$ cat config.mk
export PLATFORM = sky130hd
export DESIGN_NAME = counter_ctrl
export DESIGN_NICKNAME = d
export VERILOG_FILES = /design/src/rtl/counter_pkg.sv /design/src/rtl/counter_ctrl.sv
export SDC_FILE = /design/constraint.sdc
export NUM_CORES = 1
export LEC_CHECK = 0
export CAP_MARGIN = 20
export CORE_MARGIN = 3
export CORE_UTILIZATION = 41
export DETAILED_ROUTE_END_ITERATION = 8
export MAX_ROUTING_LAYER = met4
export PLACE_DENSITY_LB_ADDON = 0.05
export SYNTH_ARGS = -nofsm -noshare
export SYNTH_HDL_FRONTEND = slang
export SYNTH_SLANG_ARGS = --single-unit
$ cat constraint.sdc
create_clock -name clock -period 1.5 [get_ports clock]
set_clock_uncertainty 0.05 [all_clocks]
set_input_delay 0.3 -clock clock [delete_from_list [all_inputs] [get_ports clock]]
set_output_delay 0.3 -clock clock [all_outputs]
set_load 0.01 [all_outputs]
$ cat src/rtl/counter_pkg.sv
// Shared definitions for the counter sequencing controller and its counter.
// Holds the controller state encodings, default bus width and periods width.
package counter_pkg;

   localparam int unsigned SIZE_DEFAULT = 5;
   localparam int unsigned PERIODS_W    = 8;

   typedef enum logic [1:0] {
      IDLE    = 2'b00,
      RUN     = 2'b01,
      RESTART = 2'b10
   } ctrl_state_t;

endpackage

$ cat src/rtl/counter_ctrl.sv
// Run controller for an external counter: accepts limit/mode commands, pulses done on
// each terminal count and tracks completed periods. Every output comes from registered state.
module counter_ctrl
   import counter_pkg::*;
#(
   parameter int unsigned Size = SIZE_DEFAULT
) (
   input  logic                 clock,
   input  logic                 reset,
   input  logic                 cmd_valid,
   output logic                 cmd_ready,
   input  logic [Size-1:0]      cmd_limit,
   input  logic                 cmd_periodic,
   input  logic                 cmd_abort,
   input  logic [Size-1:0]      count_in,
   output logic                 counter_reset,
   output logic                 busy,
   output logic                 done,
   output logic [PERIODS_W-1:0] periods
);

   // Command handshake: a command transfers on a rising edge where cmd_valid and
   // cmd_ready are both 1; the requester holds cmd_valid/cmd_limit until then.

   ctrl_state_t          state_q;
   ctrl_state_t          state_d;
   logic [Size-1:0]      limit_q;
   logic                 periodic_q;
   logic [PERIODS_W-1:0] periods_q;
   logic                 done_q;
   logic                 accept;
   logic                 match;

   assign accept = (state_q == IDLE) && cmd_valid;
   // Abort wins over a terminal match sampled at the same edge.
   assign match  = (state_q == RUN) && !cmd_abort && (count_in == limit_q);

   always_comb begin
      state_d = state_q;
      case (state_q)
         IDLE: begin
            if (cmd_valid) state_d = RUN;
         end
         RUN: begin
            if (cmd_abort)  state_d = IDLE;
            else if (match) state_d = periodic_q ? RESTART : IDLE;
         end
         RESTART: begin
            state_d = cmd_abort ? IDLE : RUN;
         end
         default: state_d = IDLE;
      endcase
   end

   always_ff @(posedge clock or posedge reset) begin
      if (reset) begin
         state_q    <= IDLE;
         limit_q    <= '0;
         periodic_q <= 1'b0;
         periods_q  <= '0;
         done_q     <= 1'b0;
      end else begin
         state_q <= state_d;
         done_q  <= match;
         if (accept) begin
            limit_q    <= cmd_limit;
            periodic_q <= cmd_periodic;
            periods_q  <= '0;
         end else if (match && (periods_q != '1)) begin
            periods_q <= periods_q + PERIODS_W'(1);
         end
      end
   end

   assign cmd_ready     = (state_q == IDLE);
   assign busy          = (state_q != IDLE);
   // The counter is held at zero everywhere except RUN, so each run starts counting from 0.
   assign counter_reset = (state_q != RUN);
   assign done          = done_q;
   assign periods       = periods_q;

endmodule

## Word-level counts from Yosys, hierarchy flattened

Cells that the tools add are included.
W data, S select, Z words.

| operators by class | value |
|---|---|
| $add $sub $neg | 1 |
| equality and inequality tests | 7 |
| multiplexer cells | 8 |
| reductions and logical operators | 9 |

Operators by type and width:

| operator | number |
|---|---|
| $mux W8 | 2 |
| $add A8 B1 Y8 const B | 1 |
| $mux W2 | 4 |
| $ne A8 B8 Y1 const B | 1 |
| $pmux W2 S3 | 1 |
| $eq A5 B5 Y1 | 1 |
| $logic_and A1 B1 Y1 | 4 |
| $reduce_bool A2 Y1 | 2 |
| $ne A3 B3 Y1 const B | 1 |
| $eq A2 B1 Y1 const B | 1 |
| $eq A2 B2 Y1 const B | 1 |
| $logic_not A2 Y1 | 1 |
| $ne A2 B1 Y1 const B | 1 |
| $ne A2 B2 Y1 const B | 1 |
| $reduce_and A2 Y1 | 1 |
| $logic_not A1 Y1 | 1 |
| $mux W1 | 1 |

| storage, ports and cells | value |
|---|---|
| register bits after elaboration | 17 |
| input port bits | 15 |
| word-level logic and storage cells | 30 |

## Longest topological paths before layout

Gate-level depths: netlist (run 1).

| logic depth | value |
|---|---|
| word-level depth | 6 |
| depth in mapped cells | 5 |
| depth with buffers taken out | 5 |

## Worst setup path before layout (run 1)

OpenSTA, ideal clock, no wires.

| timing path | value |
|---|---|
| kind | reg2reg |
| start | reg periods_q[0] (netlist: periods[0]) |
| end | reg periods_q[5] (netlist: periods[5]) |
| data arrival time | 1.471 ns |
| required time | 1.372 ns |
| slack | -0.099 ns |
| cell stages (with the launch flop) | 5 |
| period minus slack after synthesis | 1.599 ns |
| path through | dfrtp_1 ha_1 a21o_1 or4_1 a21oi_1 |

| on the way | value |
|---|---|
| longest elaborated chain between the ends | 3 |
| elaborated cells on any way between the ends | 6 |
| those cells by class | add/sub (1); eq/ne (1); mux (2); reduce/logical (2) |

RTL lines:

| what | RTL line | text |
|---|---|---|
| start: declaration | counter_ctrl.sv:29 | `logic [PERIODS_W-1:0] periods_q;` |
| start signal: assignment | counter_ctrl.sv:70 | `periods_q <= periods_q + PERIODS_W'(1);` |
| $add A8 B1 Y8 or $ne A8 B8 Y1 (tied branches) | counter_ctrl.sv:70, counter_ctrl.sv:69 |  |
| $mux W8 or $logic_and A1 B1 Y1 (tied branches) | counter_ctrl.sv:69 | `end else if (match && (periods_q != '1)) begin` |
| $mux W8 or $reduce_bool A2 Y1 (tied branches) | -- |  |

Parallel ways exist; a longest one is shown, timed or not. The select of a mux whose other input is x is not followed.
A chain may end at the register's enable or synchronous reset.

## Final worst setup path (run 1)

| timing path | value |
|---|---|
| start | reg periods_q[7] (netlist: periods[7]) |
| end | reg periods_q[5] (netlist: periods[5]) |

| on the way | value |
|---|---|
| longest elaborated chain between the ends | 3 |

RTL lines:

| what | RTL line |
|---|---|
| $ne A8 B8 Y1 | counter_ctrl.sv:69 |
| $logic_and A1 B1 Y1 | counter_ctrl.sv:69 |
| $reduce_bool A2 Y1 (no source line) | -- |

No other way between the ends.

==> flow_summary.ini, run 1 <==
[job]
maxCapViolations = 0

[clock_tree]
clockBufferDepth = 2
path_clk_slew_ns = 0.10
cts_buffers = 3
clock-sinks = 17
cts_tree = built
cts_max_level = 1
cts_hold_buf = 0
clock_latency_ns = 0.28
root_buffer = clkbuf_4

[grt]
antenna_found_initial = 0
grt_use_total_pct = 19.3
overflow = 0
grt_pass1_vias = 909
grt_max_degree = 18
grt_pass1_wl_mm = 3.95

[detailed_routing]
num_vias = 938
maxUsedRoutingLayer = met4
drtPass1Iterations = 4
m1WireLength_um = 989
dr_wl_met2_mm = 1.35
avgViaCountPerCell = 5.21
drc = 0
wl_met3_um = 115
finalWirelength_mm = 2.47
initialDrtViolationCount = 29
wl_per_cell_um = 13.7
final_antenna_net_count = 0

[yosys]
synth_warnings = 0
synth_cell_types = 30
synth-edff-count = 0
ys_ff_latch = 17
synth_ff_type = dfrtp_1
synth.avg_cell_area_um2 = 9.12
ys_seq_area_share_pct = 46.2
synth_top_family_by_area = simple AND/OR/NAND/NOR gates
syn_nets = 117
synth_compound_area_share_pct = 12.5
syn_inst = 101
netlist_area_um2 = 921
yosys.area_share.simple_pct = 28.7
synthArstFlopShare_pct = 100
synth_fa_ha_area_share_pct = 1.36
synthXorXnorAreaFrac_pct = 4.76
synthMuxAreaShare_pct = 3.26

[critical_path]
critPathLaunch = periods[7]$_DFFE_PP0P_
r2r-start = periods[7]$_DFFE_PP0P_
path_max_fanout = 4
r2r_cells = 5
rrSetupSlack_ns = -0.12
worstPathArrival_ns = 1.78
r2r-end = periods[5]$_DFFE_PP0P_
startpoint_type = register
worstPathRequired_ns = 1.67
end_kind = register
crit_type = reg -> reg

[timing]
setup_slack_ns = -0.116
max_freq_mhz = 619
rsz0062_at_grt = true
slew_viol_final = 0
worst_pin_slew_ns = 0.240
final.setup.tns_ns = -0.116
fin_crit_sh_pct = 108
maxSlewHeadroom_pct = 83.9
hold_viol_final = 0
hold-worst-slack_ns = 0.272
setup_violations = 1
fin_crit_ns = 1.62

[cells_and_area]
fin_cells = 180
stdcell_area_um2 = 1510
syn2layout_area_growth_pct = 63.7
drive_gt1_share_pct = 31.4
nNetsFinal = 170
diodes = 0

[place]
place_inst = 162
io_buffer_count = 26
dpl.hpwl_mm = 1.68
placed_area_um2 = 1290
gp_congestion = 0.838

[power]
ir_worst_vdd_v = 0.000508
p_leak_nw = 0.772
p_seq_share_pct = 45.7
power_frac_comb_pct = 34.7
intPower_uw = 858
p_per_area_nw_per_um2 = 822
clockPowerShare_pct = 19.7
power_switching_uw = 381
swShare_pct = 30.7

[min_path]
hp-class = in -> async

[die]
die_w_um = 53.4
rows = 16
io_pins = 27
die_h_um = 53.4
initial_core_util_pct = 45.1
die_area_um2 = 2850
core_area_um2 = 2040

[outcome]
status = finished with violations
violations = setup timing
## power by group through the flow
stage / clock network (mW) / registers [mW] / logic, mW
3_3_place_gp: 0 / 0.561 / 0.349
4_1_cts: 0.249 / 0.552 / 0.388
5_1_grt: 0.271 / 0.572 / 0.474
2_1_floorplan: 0 / 0.556 / 0.189
6_report: 0.244 / 0.566 / 0.430
3_5_place_dp: 0 / 0.563 / 0.360
## sequential cells by signal, summed over array words and instances (netlist names)
name	cells
periods	8
limit_q	5
state_q	2
done	1
periodic_q	1
## cell usage after synthesis (2+ instances only)
cell type  instances  area (um^2)
nand2_1           24         90.1
dfrtp_1           17          425
xnor2_1            5         43.8
a21oi_1            4         20.0
clkbuf_1           4         15.0
inv_1              4         15.0
nand3_1            4         20.0
a211oi_1           3         22.5
a31oi_1            3         18.8
and2_1             3         18.8
mux2i_1            3         30.0
nand4_1            3         18.8
nor2_1             3         11.3
and3_1             2         12.5
and4_1             2         17.5
o31ai_1            2         15.0
or2b_1             2         15.0
## placed cells by master (no fill, tap or decap), types with 2 or more instances in the layout
master,count
clkdlybuf4s50_1,14
nand3_1,4
xnor2_2,4
inv_1,4
dfrtp_1,15
buf_4,21
clkbuf_2,2
and2_4,2
dfrtp_2,2
buf_6,6
a21oi_1,3
and3_1,2
a211oi_1,3
and4_4,2
or2b_1,2
clkbuf_4,3
nor2_1,2
nand4_1,3
a31oi_1,3
nand2_1,24
mux2i_1,3
dlygate4sd2_1,8
## layer usage
metal,vias up,global-route usage [%]
li1,454,-
met1,450,22.9
met2,32,33.9
met3,2,2.82
met4,0,5.11
met5,-,-
## layout make-up
cell class,instances,area (um^2)
multi-input combinational,76,547
fill,174,534
timing repair buffer,52,458
sequential,17,428
tap,27,33.8
clock buffer,4,26.3
inverter,4,15.0
## worst max-delay path by stage
| stage | slack [ns] | to | depth (start not counted) |
|---|---|---|---|
| global route | -0.17 | periods[5]$_DFFE_PP0P_ | 5 |
| detailed placement | -0.37 | state_q[0]$_DFFE_PP0P_ | 5 |
| CTS | -0.09 | periods[5]$_DFFE_PP0P_ | 5 |
| finish | -0.12 | periods[5]$_DFFE_PP0P_ | 5 |
| floorplan | 0.006 | periods[5]$_DFFE_PP0P_ | 4 |
| global placement | -0.33 | state_q[0]$_DFFE_PP0P_ | 5 |
## per-stage QoR
stage	setup WS [ns]	total power, mW	utilization (%)
after floorplan	0.00552	0.745	-
final	-0.116	1.24	73.8
after CTS	-0.0948	1.19	70.4
after global routing	-0.169	1.32	73.8
after global placement	-0.329	0.911	63.4
after detailed placement	-0.372	0.922	63.4
## kinds of logic after synthesis
group	count (synthesis)
AO/OA/AOI/OAI	17
XOR/XNOR	5
adder cells (fa/ha/maj)	1
buffers and inverters	8
flip-flops	17
multiplexers	3
AND/OR/NAND/NOR	50
## critical path: stages (launching register included)
cell and delay (ns):
dfrtp_1 0.40, buf_6 0.12, and4_4 0.19, a21o_1 0.18, or4_1 0.48, a21oi_2 0.13
## what timing repair did
action / CTS / global route
endpoints found under the setup margin: 19 / 14
hold endpoints to repair: 0 / 0
resized for setup: 27 / 15
setup buffers: 13 / 1
pin swaps: 3 / 6
(Power assumes the default switching activity.)
==> inputs of run 2 (changes only) <==
--- a/config.mk
+++ b/config.mk
@@ -8,9 +8,10 @@
 export CAP_MARGIN = 20
 export CORE_MARGIN = 3
 export CORE_UTILIZATION = 41
+export CTS_BUF_LIST = sky130_fd_sc_hd__clkbuf_16
 export DETAILED_ROUTE_END_ITERATION = 8
 export MAX_ROUTING_LAYER = met4
-export PLACE_DENSITY_LB_ADDON = 0.05
+export PLACE_DENSITY_LB_ADDON = 0.1
 export SYNTH_ARGS = -nofsm -noshare
 export SYNTH_HDL_FRONTEND = slang
 export SYNTH_SLANG_ARGS = --single-unit
==> constraint.sdc (replaced) <==
create_clock -name clock -period 1.4 [get_ports clock]
set_clock_uncertainty 0.05 [all_clocks]
set_input_delay 0.28 -clock clock [delete_from_list [all_inputs] [get_ports clock]]
set_output_delay 0.28 -clock clock [all_outputs]
set_load 0.01 [all_outputs]
==> run 2 against run 1 <==
  * Hold slack improved by 0.030 ns
  * Clock-buffer cell count decreased by 1
  * Power is 38% higher
  * Global-route usage rose by 2.1 points
  * The flow still finishes with violations (setup timing)
  * Register-to-register slack worse by 0.13 ns
  * Maximum frequency decreased by 2.1%
  * Sequential power rose by 8.7%
  * Clock power rose by 130%
  * Largest power group unchanged
  * Combinational power is 22% higher
  * Sequential cell count stayed put
  * Cell count shrank 0.56%
  * Sequential share of layout area down 1.5 points
  * Critical path type unchanged
==> flow_summary.ini, run 2 (synthesized netlist as in run 1, its figures left out) <==
[place]
place_inst = 172
dp_slack_ns = -0.496
gp_congestion = 0.968
dpl.hpwl_mm = 1.87
io_buffer_count = 26
placed_area_um2 = 1390

[critical_path]
worstPathArrival_ns = 1.77
cp_slowest_stage_delay_ns = 0.51
end_kind = register
crit_family = simple AND/OR/NAND/NOR gates
worstPathRequired_ns = 1.52
path_cells = buf_6 > nor3b_4 > nand4_1 > or4_1 > a21oi_2
crit_buf_inv = 1
startpoint_type = register
slowest_stage = or4_1
path_max_fanout = 5
crit_type = reg -> reg

[grt]
grt_pass1_wl_mm = 4.20
grt_pass1_vias = 955
grt_use_total_pct = 21.4
antenna_found_initial = 0
grt_max_degree = 18
overflow = 0

[outcome]
status = finished with violations
violations = setup timing

[clock_tree]
root_buffer = clkbuf_16
cts_buffers = 3
clockBufferDepth = 2
path_clk_slew_ns = 0.05
clock-sinks = 17
cts_max_level = 1
cts_tree = built
clock_latency_ns = 0.25

[timing]
fin_crit_sh_pct = 118
final.setup.tns_ns = -0.775
worst_pin_slew_ns = 0.266
fin_crit_ns = 1.65
rsz0062_at_grt = true
maxSlewHeadroom_pct = 82.1
hold-worst-slack_ns = 0.302
setup_violations = 10
max_freq_mhz = 606
setup_slack_ns = -0.250
slew_viol_final = 0
hold_viol_final = 0

[die]
die_h_um = 53.4
core_area_um2 = 2040
io_pins = 27
initial_core_util_pct = 45.1
rows = 16
die_area_um2 = 2850
die_w_um = 53.4

[power]
ir_worst_vdd_v = 0.000896
finalPower_mw = 1.71
p_leak_nw = 0.806
p_per_area_nw_per_um2 = 1070

[cells_and_area]
syn2layout_area_growth_pct = 73.1
stdcell_area_um2 = 1590
final_core_util_pct = 78.1
largest_reg_flops = 8
nNetsFinal = 169
mostFrequentLayoutCells = buf_4 (18), nand2_1 (17), dfrtp_1 (15), dlygate4sd2_1 (10), clkdlybuf4s50_1 (8)
diodes = 0
fill_cells = 137
drive_gt1_share_pct = 40.8
fin_cells = 179
final_common_cell = buf_4

[detailed_routing]
wl_per_cell_um = 15.0
num_vias = 956
initialDrtViolationCount = 16
final_antenna_net_count = 0
avgViaCountPerCell = 5.34
finalWirelength_mm = 2.68
drc = 0
drtPass1Iterations = 4

[job]
maxCapViolations = 0

[min_path]
hp-class = in -> async
[run 2: cell types whose count changed in the layout (fill, tap and decap cells not counted), sizes merged]
| cell | before | now |
|---|---|---|
| clkdlybuf4s50 | 14 | 8 |
| clkdlybuf4s15 | 0 | 4 |
| clkbuf | 6 | 3 |
| dlygate4sd2 | 8 | 10 |
| buf | 27 | 28 |
| inv | 4 | 5 |
[run 2: tightest hold or removal path, delay by kind of cell]
family                 cells  cell delay [ns]
buffers and inverters      3             0.69
[run 2: power by group]
part	internal (mW)	total, mW	switching, mW	leakage (nW)
Sequential	0.552	0.615	0.0634	0.222
Combinational	0.290	0.524	0.234	0.542
Clock	0.379	0.568	0.188	0.0423
Total	1.22	1.71	0.486	0.806
[run 2: area by class of cell]
class | instances | area (um^2) | share of cell area, %
Inverter | 4 | 15.0 | 0.942
Sequential cell | 17 | 428 | 26.8
Clock buffer | 3 | 75.1 | 4.71
Tap cell | 27 | 33.8 | 2.12
Timing Repair Buffer | 51 | 449 | 28.2
Multi-Input combinational cell | 76 | 589 | 37.0
Clock inverter | 1 | 3.75 | 0.235
[run 2: layer usage]
metal | routed length [um] | track usage (%) | vias to the layer above
li1 | - | - | 458
met1 | 1000 | 22.6 | 449
met2 | 1470 | 39.2 | 42
met3 | 163 | 2.54 | 7
met4 | 45 | 10.2 | 0
met5 | 0 | - | -
[run 2: path summary, 6_finish.rpt]
| check | from | to | slack (ns) | depth (start not counted) |
|---|---|---|---|---|
| worst max-delay path | state_q[0]$_DFFE_PP0P_ | periods[5]$_DFFE_PP0P_ | -0.25 | 5 |
| worst min-delay path | reset | periodic_q$_DFFE_PP0P_ | 0.30 | 3 |
| worst max register to register | state_q[0]$_DFFE_PP0P_ | periods[5]$_DFFE_PP0P_ | -0.25 | 5 |
| worst min register to register | periodic_q$_DFFE_PP0P_ | periodic_q$_DFFE_PP0P_ | 0.46 | 2 |
| max in group asynchronous | reset | periods[4]$_DFFE_PP0P_ | 0.79 | 3 |
| min in group clock | periodic_q$_DFFE_PP0P_ | periodic_q$_DFFE_PP0P_ | 0.46 | 2 |
[run 2: timing repair]
item / in CTS / in global routing
hold buffers: 0 / 0
pin swaps: 6 / 10
endpoints found under the hold margin: 0 / 0
buffers inserted: 1 / 2
gates resized for setup: 44 / 22
setup endpoints to repair: 23 / 21
==> inputs of run 3 (changes only) <==
--- a/config.mk
+++ b/config.mk
@@ -12,6 +12,7 @@
 export DETAILED_ROUTE_END_ITERATION = 8
 export MAX_ROUTING_LAYER = met4
 export PLACE_DENSITY_LB_ADDON = 0.1
+export SLEW_MARGIN = 40
 export SYNTH_ARGS = -nofsm -noshare
 export SYNTH_HDL_FRONTEND = slang
 export SYNTH_SLANG_ARGS = --single-unit
==> results of run 3 <==
Final layout, timing and power as in run 2 (identical DEF).
